File: src/rtl/regfile_writeback_if.sv
// Bundle of write-back traffic: ALU results, load issue, memory responses and
// the register-file write port with its scoreboard outputs.
interface regfile_writeback_if #(
    parameter int LQ_DEPTH = 4
);
    localparam int LQW = $clog2(LQ_DEPTH) + 1;

    logic            alu_valid;
    logic            alu_ready;
    logic [4:0]      alu_rd;
    logic [31:0]     alu_data;
    logic            ld_issue_valid;
    logic            ld_issue_ready;
    logic [4:0]      ld_issue_rd;
    logic [2:0]      ld_issue_funct3;
    logic [1:0]      ld_issue_addr_lo;
    logic            mem_rvalid;
    logic [31:0]     mem_rdata;
    logic            we3;
    logic [4:0]      a3;
    logic [31:0]     wd3;
    logic [31:0]     busy;
    logic [LQW-1:0]  lq_count;
    logic            err_sticky;

    modport master (
        output alu_valid, alu_rd, alu_data,
        output ld_issue_valid, ld_issue_rd, ld_issue_funct3, ld_issue_addr_lo,
        output mem_rvalid, mem_rdata,
        input  alu_ready, ld_issue_ready,
        input  we3, a3, wd3, busy, lq_count, err_sticky
    );

    modport slave (
        input  alu_valid, alu_rd, alu_data,
        input  ld_issue_valid, ld_issue_rd, ld_issue_funct3, ld_issue_addr_lo,
        input  mem_rvalid, mem_rdata,
        output alu_ready, ld_issue_ready,
        output we3, a3, wd3, busy, lq_count, err_sticky
    );
endinterface

File: src/rtl/regfile_writeback.sv
// Register-file write-back arbiter: ALU results and in-order load responses share
// one registered write port; a busy scoreboard tracks registers with pending loads.
module regfile_writeback #(
    parameter int LQ_DEPTH = 4
) (
    input  logic                 clk,
    input  logic                 resetn,
    regfile_writeback_if.slave   bus
);
    localparam int LQW = $clog2(LQ_DEPTH) + 1;
    localparam int PW  = $clog2(LQ_DEPTH);

    typedef struct packed {
        logic [4:0] rd;
        logic [2:0] funct3;
        logic [1:0] addr_lo;
    } lq_entry_t;

    lq_entry_t       lq_q [LQ_DEPTH];
    lq_entry_t       lq_d [LQ_DEPTH];
    logic [PW-1:0]   head_q, head_d;
    logic [PW-1:0]   tail_q, tail_d;
    logic [LQW-1:0]  lq_count_q, lq_count_d;
    logic [31:0]     busy_q, busy_d;
    logic            err_q, err_d;
    logic            we3_q, we3_d;
    logic [4:0]      a3_q, a3_d;
    logic [31:0]     wd3_q, wd3_d;

    logic            alu_fire;
    logic            issue_fire;
    logic            retire;
    lq_entry_t       head_entry;

    function automatic logic [31:0] extract_load(input logic [2:0]  funct3,
                                                 input logic [1:0]  addr_lo,
                                                 input logic [31:0] word);
        logic signed [7:0]  byte_s;
        logic signed [15:0] half_s;
        logic signed [31:0] byte_ext;
        logic signed [31:0] half_ext;
        byte_s   = word[{addr_lo, 3'b000} +: 8];
        half_s   = word[{addr_lo[1], 4'b0000} +: 16];
        byte_ext = byte_s;
        half_ext = half_s;
        case (funct3)
            3'b000:  return $unsigned(byte_ext);
            3'b100:  return {24'd0, byte_s};
            3'b001:  return $unsigned(half_ext);
            3'b101:  return {16'd0, half_s};
            default: return word;
        endcase
    endfunction

    function automatic logic funct3_legal(input logic [2:0] funct3);
        return funct3 inside {3'b000, 3'b001, 3'b010, 3'b100, 3'b101};
    endfunction

    // Memory responses cannot be back-pressured, so they always win the write port.
    assign bus.alu_ready      = resetn && !bus.mem_rvalid;
    assign bus.ld_issue_ready = resetn && (lq_count_q < LQW'(LQ_DEPTH)) &&
                                (bus.ld_issue_rd == 5'd0 || !busy_q[bus.ld_issue_rd]);

    assign alu_fire   = bus.alu_valid && bus.alu_ready;
    assign issue_fire = bus.ld_issue_valid && bus.ld_issue_ready;
    assign retire     = bus.mem_rvalid && (lq_count_q != '0);
    assign head_entry = lq_q[head_q];

    always_comb begin
        lq_d       = lq_q;
        head_d     = head_q;
        tail_d     = tail_q;
        lq_count_d = lq_count_q + LQW'(issue_fire) - LQW'(retire);
        busy_d     = busy_q;
        err_d      = err_q;
        we3_d      = 1'b0;
        a3_d       = a3_q;
        wd3_d      = wd3_q;

        if (bus.mem_rvalid) begin
            if (retire) begin
                head_d = head_q + PW'(1);
                a3_d   = head_entry.rd;
                wd3_d  = extract_load(head_entry.funct3, head_entry.addr_lo, bus.mem_rdata);
                we3_d  = (head_entry.rd != 5'd0);
                busy_d[head_entry.rd] = 1'b0;
                if (!funct3_legal(head_entry.funct3)) err_d = 1'b1;
            end else begin
                err_d = 1'b1;
            end
        end else if (alu_fire) begin
            a3_d  = bus.alu_rd;
            wd3_d = bus.alu_data;
            we3_d = (bus.alu_rd != 5'd0);
            if (bus.alu_rd != 5'd0 && busy_q[bus.alu_rd]) err_d = 1'b1;
        end

        if (issue_fire) begin
            lq_d[tail_q] = '{rd: bus.ld_issue_rd, funct3: bus.ld_issue_funct3,
                             addr_lo: bus.ld_issue_addr_lo};
            tail_d = tail_q + PW'(1);
            busy_d[bus.ld_issue_rd] = 1'b1;
        end
        busy_d[0] = 1'b0;
    end

    always_ff @(posedge clk) begin
        if (!resetn) begin
            head_q     <= '0;
            tail_q     <= '0;
            lq_count_q <= '0;
            busy_q     <= '0;
            err_q      <= 1'b0;
            we3_q      <= 1'b0;
            a3_q       <= '0;
            wd3_q      <= '0;
        end else begin
            head_q     <= head_d;
            tail_q     <= tail_d;
            lq_count_q <= lq_count_d;
            busy_q     <= busy_d;
            err_q      <= err_d;
            we3_q      <= we3_d;
            a3_q       <= a3_d;
            wd3_q      <= wd3_d;
        end
        lq_q <= lq_d;
    end

    assign bus.we3        = we3_q;
    assign bus.a3         = a3_q;
    assign bus.wd3        = wd3_q;
    assign bus.busy       = busy_q;
    assign bus.lq_count   = lq_count_q;
    assign bus.err_sticky = err_q;
endmodule

File: src/flat_wrapper.sv
// flat-port wrapper written by rule: the top's interface ports become plain ports
module regfile_writeback_flat 
#(
    parameter int LQ_DEPTH = 4
)
  (clk, resetn, bus_alu_valid, bus_alu_rd, bus_alu_data, bus_ld_issue_valid, bus_ld_issue_rd, bus_ld_issue_funct3, bus_ld_issue_addr_lo, bus_mem_rvalid, bus_mem_rdata, bus_alu_ready, bus_ld_issue_ready, bus_we3, bus_a3, bus_wd3, bus_busy, bus_lq_count, bus_err_sticky);
  regfile_writeback_if #(.LQ_DEPTH(LQ_DEPTH)) bus_i ();
  input  logic clk;
  input  logic resetn;
  input wire logic [$bits(bus_i.alu_valid)-1:0] bus_alu_valid;
  input wire logic [$bits(bus_i.alu_rd)-1:0] bus_alu_rd;
  input wire logic [$bits(bus_i.alu_data)-1:0] bus_alu_data;
  input wire logic [$bits(bus_i.ld_issue_valid)-1:0] bus_ld_issue_valid;
  input wire logic [$bits(bus_i.ld_issue_rd)-1:0] bus_ld_issue_rd;
  input wire logic [$bits(bus_i.ld_issue_funct3)-1:0] bus_ld_issue_funct3;
  input wire logic [$bits(bus_i.ld_issue_addr_lo)-1:0] bus_ld_issue_addr_lo;
  input wire logic [$bits(bus_i.mem_rvalid)-1:0] bus_mem_rvalid;
  input wire logic [$bits(bus_i.mem_rdata)-1:0] bus_mem_rdata;
  output wire logic [$bits(bus_i.alu_ready)-1:0] bus_alu_ready;
  output wire logic [$bits(bus_i.ld_issue_ready)-1:0] bus_ld_issue_ready;
  output wire logic [$bits(bus_i.we3)-1:0] bus_we3;
  output wire logic [$bits(bus_i.a3)-1:0] bus_a3;
  output wire logic [$bits(bus_i.wd3)-1:0] bus_wd3;
  output wire logic [$bits(bus_i.busy)-1:0] bus_busy;
  output wire logic [$bits(bus_i.lq_count)-1:0] bus_lq_count;
  output wire logic [$bits(bus_i.err_sticky)-1:0] bus_err_sticky;
  assign bus_i.alu_valid = bus_alu_valid;
  assign bus_i.alu_rd = bus_alu_rd;
  assign bus_i.alu_data = bus_alu_data;
  assign bus_i.ld_issue_valid = bus_ld_issue_valid;
  assign bus_i.ld_issue_rd = bus_ld_issue_rd;
  assign bus_i.ld_issue_funct3 = bus_ld_issue_funct3;
  assign bus_i.ld_issue_addr_lo = bus_ld_issue_addr_lo;
  assign bus_i.mem_rvalid = bus_mem_rvalid;
  assign bus_i.mem_rdata = bus_mem_rdata;
  assign bus_alu_ready = bus_i.alu_ready;
  assign bus_ld_issue_ready = bus_i.ld_issue_ready;
  assign bus_we3 = bus_i.we3;
  assign bus_a3 = bus_i.a3;
  assign bus_wd3 = bus_i.wd3;
  assign bus_busy = bus_i.busy;
  assign bus_lq_count = bus_i.lq_count;
  assign bus_err_sticky = bus_i.err_sticky;
  regfile_writeback #(.LQ_DEPTH(LQ_DEPTH)) u_core (.clk(clk), .resetn(resetn), .bus(bus_i));
endmodule
File: config.mk
export PLATFORM = sky130hd
export DESIGN_NAME = regfile_writeback_flat
export DESIGN_NICKNAME = d
export VERILOG_FILES = /design/src/rtl/regfile_writeback_if.sv /design/src/rtl/regfile_writeback.sv /design/src/flat_wrapper.sv
export SDC_FILE = /design/constraint.sdc
export NUM_CORES = 1
export LEC_CHECK = 0
export BUFFER_PORTS_ARGS = -buffer_cell sky130_fd_sc_hd__buf_2
export CORE_ASPECT_RATIO = 2
export CORE_MARGIN = 2
export CORE_UTILIZATION = 35
export DETAILED_ROUTE_END_ITERATION = 10
export PLACE_DENSITY_LB_ADDON = 0.25
export SETUP_SLACK_MARGIN = 0.4
export SLEW_MARGIN = 10
export SYNTH_ARGS = -nofsm -noshare
export SYNTH_HDL_FRONTEND = slang
export SYNTH_SLANG_ARGS = --single-unit
File: constraint.sdc
create_clock -name clk -period 3.2 [get_ports clk]
set_input_delay 0.8 -clock clk [delete_from_list [all_inputs] [get_ports clk]]
set_output_delay 0.8 -clock clk [all_outputs]
set_load 0.02 [all_outputs]
==> metrics.md, run 1 <==
| Metric | Value |
|---|---|
| DRC | `0` |
| Dominant cell type by area after synthesis | `dfxtp_1` |
| Max IR drop VDD | `approximately 0.42 mV` |
| Via Count | `5879` |
| Area after DPL | `~7400 um^2` |
| GRT Util Overall | `21.5%` |
| Drt via density | `5.81` |
| Routability cong. | `0.888` |
| Final slew viol count | `0` |
| Routed WL per cell | `20.3 um` |
| Crit path time final | `3.19 ns` |
| Reg2Reg Setup Slack | `0.62 ns` |
| Synth Instances | `631` |
| Fraction of layout cells with a size suffix above 1 | `32.2%` |
| Initial Util | `35.5%` |
| Worst clock skew | `~0.012 ns` |
| Top-Level Pins | `160` |
| Clock transition at the registers of the reported paths | `0.05 ns` |
| Max Fclk | `0.313 GHz` |
| Synth Area per Inst | `9.91 um^2` |
| Number of synthesized flops with an enable pin | `40` |
| Worst Hold Depth | `2` |
| Most frequent cells in the layout | `156 x buf_2, 77 x dfxtp_1, 51 x nand2_1, 40 x nor2_1, 40 x edfxtp_1` |
| Cell variety after synth | `62` |
| Met3 WL post-DR | `1.67 mm` |
| First-pass GRT wire length | `31.7 mm` |
| Outcome | `finished clean` |
| CTS Buffer Depth | `2` |
| Worst EP required | `~2.4 ns` |
| Mapped Area | `6250 um^2` |
| WHS Endpoint | `u_core.bus.wd3[23]` |
| Slew headroom | `between 50% and 60%` |
| Top layer used by detailed routing | `met4` |
| CP bufs+invs | `2` |
| Register area share after synthesis | `43.9%` |
| Crit Reg-Reg Startpoint | `u_core.head_q[0]` |
| Core Footprint | `17600 um^2` |
| Die width | `between 90 and 100 um` |
| # diodes | `0` |
| Most common cell after layout, fill and taps aside | `buf_2` |
| Final worst path period share | `about 100%` |
| Drt pass-1 iters | `5` |
| Cell family with most CP delay | `simple AND/OR/NAND/NOR gates` |
| Actual slew at the worst max-slew pin | `0.681 ns` |
| Design Area, Final | `7970 um^2` |
| Ys Warns | `0` |
| Die span in y | `193 um` |
| WL final | `20.6 mm` |
| CP max-delay cell | `mux4_2` |
| Clk sinks | `117` |
| Cells on worst reg2reg path | `6` |
| Unrepaired setup endpoints after global routing | `true` |
| Net count, final | `877` |
| Max-cap viol count | `0` |
| M1 WL | `9.01 mm` |
| Port bufs | `158` |
| Largest net degree at the start of global routing | `39` |
| Clock buffer count from CTS | `17` |
| TritonCTS clock tree | `yes` |
| Crit-path cells | `buf_8 > mux4_2 > a222oi_1 > nand4_1 > nor3b_4 > buf_6` |
| Worst hold path type | `reg -> reg` |
| Leak Pwr | `3.24 nW` |
| Hold path start | `u_core.bus.wd3[23]` |
| Kind of end point of the critical path | `output port` |
| WL met2 | `about 9.5 mm` |
| Post-synth top area share | `24.7%` |
| Total gr overflow | `0` |
| Final ANT Viol Nets | `0` |
| Ys flop type | `dfxtp_1` |
| # rows | `69` |
| H-tree depth | `4` |
| Filler instances | `1701` |
| Die area | `19000 um^2` |
| CP max stage delay | `0.48 ns` |
| Seq cells post-synth | `117` |
| Worst-Skew Late Latency | `0.42 ns` |
| Worst Path Class, Setup | `in -> out` |
| Vias in the first global route | `5566` |
| Pwr Density | `between 600 and 700 nW/um^2` |
| Worst setup SP type | `input pin` |
| Starting DRT DRC Count | `407` |
| Initial antenna violation count | `0` |
| Area Overhead vs Synth | `27.5%` |
| Final setup TNS | `0 ns` |
| FF-to-FF End | `u_core.bus.busy[10]` |
| Async set-reset flop share out of synthesis | `0%` |
| DP Wirelength | `14.9 mm` |
| # setup viols final | `0` |
| Arr. time, crit path | `2.39 ns` |
| Hold Fails Final Rpt | `0` |
| Critical Path Fanout Max | `3` |
| Main area contributors after synthesis | `dfxtp_1 25%, edfxtp_1 19%, mux4_2 6.5%, mux2i_1 4.8%, o211ai_1 3.7%` |
| Synth Net Count | `between 700 and 800` |
| Root Driver | `clkbuf_16` |
[cell type report]
cell class	instances	area (um^2)	share of cell area, %
multi-input cells	448	3270	41.1
flip-flops and latches	117	2740	34.4
repair buffers	188	1070	13.4
clock buffers	21	450	5.65
well taps	213	267	3.34
clock inverters	11	110	1.38
inverters	14	60.1	0.753
[repair_timing]
item | in CTS | in global routing
pin swaps | 4 | 1
hold buffers | 0 | 0
buffers inserted | 1 | 0
resized for setup | 6 | 1
endpoints found under the setup margin | 1 | 2
gates cloned | 1 | 0
[cells in the mapped netlist, types with 4 or more instances]
cell type and number:
nor2b_1 6, ha_1 6, a211oi_1 16, or3_1 8
buf_1 5, a311oi_1 7, dfxtp_1 77, o21ai_0 22
nand3_1 13, buf_6 4, o211a_1 4, and2_1 32
nand2_1 51, nand2b_1 9, nand3b_1 5, a21oi_1 30
clkbuf_1 37, o41ai_1 4, o31ai_1 18, and3_1 4
o2bb2ai_1 8, nor2_1 40, edfxtp_1 40, o21ai_1 11
inv_1 12, mux4_2 18, nor3_1 16, o211ai_1 31
mux2i_1 30, o221ai_1 16, a31o_2 4
[flip-flops by register name (all words and copies together), names as in the netlist]
name and count:
u_core.bus.a3 5, u_core.bus.lq_count 3, u_core.lq_q 40, u_core.bus.err_sticky 1
u_core.bus.busy 31, u_core.bus.we3 1, u_core.head_q 2, u_core.bus.wd3 32
u_core.tail_q 2
[power by group]
| part | internal (W) | switching, W | leakage [nW] |
|---|---|---|---|
| Clock | 0.00115 | 0.000695 | 0.268 |
| Sequential | 0.00174 | 0.000142 | 0.992 |
| Combinational | 0.000702 | 0.00113 | 1.98 |
| Total | 0.00359 | 0.00197 | 3.24 |
[kinds of logic (layout without fill, tap and decap cells)]
logic type / count (synthesis) / count (layout) / share of synthesized area, %
DFF: 117 / 117 / 43.9
muxes: 48 / 48 / 11.3
AOI/OAI and AO/OA: 192 / 192 / 22.1
adders and majority gates: 7 / 7 / 1.52
buffers and inverters: 66 / 234 / 4.68
other: 1 / 1 / 0.0600
and+or+nand+nor: 196 / 196 / 15.9
xor gates and xnor gates: 4 / 4 / 0.560
[layer usage]
metal,vias up,track usage (%)
li1,2724,-
met1,2849,30.3
met2,280,32.8
met3,26,4.61
met4,0,7.27
met5,-,0
[worst min-delay path, delay by kind of cell, from the launching register on]
kind / cells / cell delay [ns]
DFF: 1 / 0.30
and+or+nand+nor: 1 / 0.05
AOI/OAI and AO/OA: 1 / 0.05
[metrics by stage]
stage          cells  util [%]  setup WS [ns]  hold WS, ns  power (W)
5_1_grt         1012      45.3         -0.136        0.469    0.00587
3_3_place_gp     978      41.7        -0.0896        0.433    0.00370
2_1_floorplan    631         -          0.150        0.469    0.00317
4_1_cts         1012      45.3        -0.0123        0.446    0.00560
6_report        1012      45.3        0.00869        0.444    0.00556
3_5_place_dp     978      41.7         -0.119        0.439    0.00373
[worst max-delay path by stage]
stage / slack [ns] / from / cells after the start / endpoint
6_report: 0.009 / bus_ld_issue_rd[1] / 6 / bus_ld_issue_ready
5_1_grt: -0.14 / bus_ld_issue_rd[1] / 6 / bus_ld_issue_ready
4_1_cts: -0.01 / bus_ld_issue_rd[1] / 6 / bus_ld_issue_ready
3_5_place_dp: -0.12 / bus_ld_issue_rd[1] / 8 / bus_ld_issue_ready
3_3_place_gp: -0.09 / bus_ld_issue_rd[1] / 6 / bus_ld_issue_ready
2_1_floorplan: 0.15 / bus_ld_issue_rd[1] / 5 / bus_ld_issue_ready
No activity file was read; power rests on OpenSTA's default activity.
==> run 2, diff against run 1 <==
CORE_UTILIZATION = 40   (was 35)
==> metrics.md, run 2 (synthesis gave the netlist of run 1 again) <==
| Metric | Value |
|---|---|
| Routed WL per cell | `approximately 22 um` |
| Final worst path period share | `101%` |
| Vias in the first global route | `6326` |
| Actual slew at the worst max-slew pin | `about 0.72 ns` |
| Clock transition at the registers of the reported paths | `0.06 ns` |
| Max Fclk | `between 0.3 and 0.4 GHz` |
| Arr. time, crit path | `2.43 ns` |
| Root Driver | `clkbuf_16` |
| Core Footprint | `approximately 15000 um^2` |
| Final ANT Viol Nets | `0` |
| Initial antenna violation count | `0` |
| # setup viols final | `1` |
| Worst Path Class, Setup | `in -> out` |
| CTS Buffer Depth | `2` |
| Outcome | `finished, violations left` |
| Drt pass-1 iters | `7` |
| Most frequent cells in the layout | `156 x buf_2, 77 x dfxtp_1, 51 x nand2_1, 43 x buf_4` |
| Register area | `2740 um^2` |
| Max IR drop VDD | `0.308 mV` |
| Top-Level Pins | `160` |
| Worst clock skew | `0.0121 ns` |
| Crit path time final | `3.23 ns` |
| GRT Util Overall | `between 20% and 30%` |
| Fraction of layout cells with a size suffix above 1 | `roughly a third` |
| Total gr overflow | `0` |
| Max-cap viol count | `0` |
| Area Overhead vs Synth | `30.0%` |
| Largest net degree at the start of global routing | `36` |
| Initial Util | `~40%` |
| Utilization after layout | `53.1%` |
| TritonCTS clock tree | `yes` |
| Failing checks | `negative setup slack` |
| Via Count | `6157` |
| # diodes | `0` |
| WL final | `about 23 mm` |
| DRC | `0` |
| Starting DRT DRC Count | `353` |
| Clock buffer count from CTS | `17` |
| Most flop-heavy register | `u_core.lq_q` |
| Filler instances | `1438` |
| Setup ws final | `-0.0319 ns` |
| Cts hold-fix bufs | `0` |
| Die span in y | `181 um` |
| Worst EP required | `2.40 ns` |
| First-pass GRT wire length | `34.5 mm` |
| Worst setup SP type | `input pin` |
| Net count, final | `893` |
| Routability cong. | `0.977` |
| Drt via density | `around 6` |
| Most common cell after layout, fill and taps aside | `buf_2` |
| Hold Fails Final Rpt | `0` |
| Max reg flops | `40` |
| Clk sinks | `about 120` |
| Unrepaired setup endpoints after global routing | `true` |
| # rows | `64` |
| Design Area, Final | `8130 um^2` |
| Multi-input logic area | `3290 um^2` |
| DP Wirelength | `about 17 mm` |
| H-tree depth | `4` |
| Die area | `16700 um^2` |
| Kind of end point of the critical path | `output port` |
| Port bufs | `158` |
| Final slew viol count | `0` |
| Die width | `92.4 um` |
| Slew headroom | `52.0%` |
| Pwr Density | `710 nW/um^2` |
| Area after DPL | `7410 um^2` |
| Worst hold path type | `reg -> reg` |
| Critical Path Fanout Max | `4` |
| Leak Pwr | `around 3.3 nW` |
| Worst-Skew Late Latency | `between 0.4 and 0.5 ns` |
-- run 2: changes by cell type in the layout (fill, tap and decap cells not counted), sizes merged --
cell | before | now
bufinv | 2 | 1
clkinvlp | 3 | 2
clkbuf | 21 | 19
bufbuf | 1 | 0
inv | 14 | 21
buf | 187 | 204
clkinv | 6 | 3
-- run 2: per-stage QoR --
stage / setup TNS (ns) / total power (W) / hold WS [ns] / std cells / setup WS, ns
2_1_floorplan: 0 / 0.00317 / 0.469 / 631 / 0.150
3_3_place_gp: -0.197 / 0.00378 / 0.430 / 975 / -0.180
3_5_place_dp: -0.219 / 0.00384 / 0.437 / 975 / -0.177
4_1_cts: -0.0220 / 0.00579 / 0.444 / 1007 / -0.0220
5_1_grt: -0.147 / 0.00604 / 0.459 / 1013 / -0.147
6_report: -0.0319 / 0.00577 / 0.445 / 1013 / -0.0319
-- run 2: worst paths after layout --
path / from / to / slack, ns / cells past startpoint
setup / recovery: bus_ld_issue_rd[1] / bus_ld_issue_ready / -0.03 / 6
setup reg to reg: u_core.head_q[0] / u_core.bus.wd3[4] / 0.54 / 5
hold reg to reg: u_core.bus.wd3[23] / u_core.bus.wd3[23] / 0.44 / 2
hold / removal: u_core.bus.wd3[23] / u_core.bus.wd3[23] / 0.44 / 2
-- run 2: cell type report --
cell class	count	area share [%]
clock buffers	19	5.85
clock inverters	13	1.63
inverters	14	0.739
multi-input cells	448	40.5
flip-flops and latches	117	33.7
well taps	198	3.05
repair buffers	204	14.5
-- run 2: what timing repair did --
item                       in CTS  in global routing
setup endpoints to repair       1                  1
setup buffers                   0                  6
gates resized for setup         8                  9
pin swaps                       4                  4
-- run 2: worst max-delay path, stage by stage --
cell      delay [ns]
buf_12          0.10
mux4_2          0.50
a222oi_1        0.40
nand4_1         0.25
nor3b_4         0.23
buf_6           0.15
-- run 2: power by group --
part	internal (W)	switching (W)	leakage, nW	total, W
Combinational	0.000733	0.00123	2.04	0.00196
Sequential	0.00174	0.000135	0.992	0.00187
Clock	0.00118	0.000758	0.293	0.00194
-- run 2: layer usage --
metal	global-route usage [%]	routed length (um)	up-vias
li1	-	-	2766
met1	24.9	7150	2929
met2	50.5	12300	363
met3	6.05	1610	99
met4	20.4	1720	0
met5	0	0	-
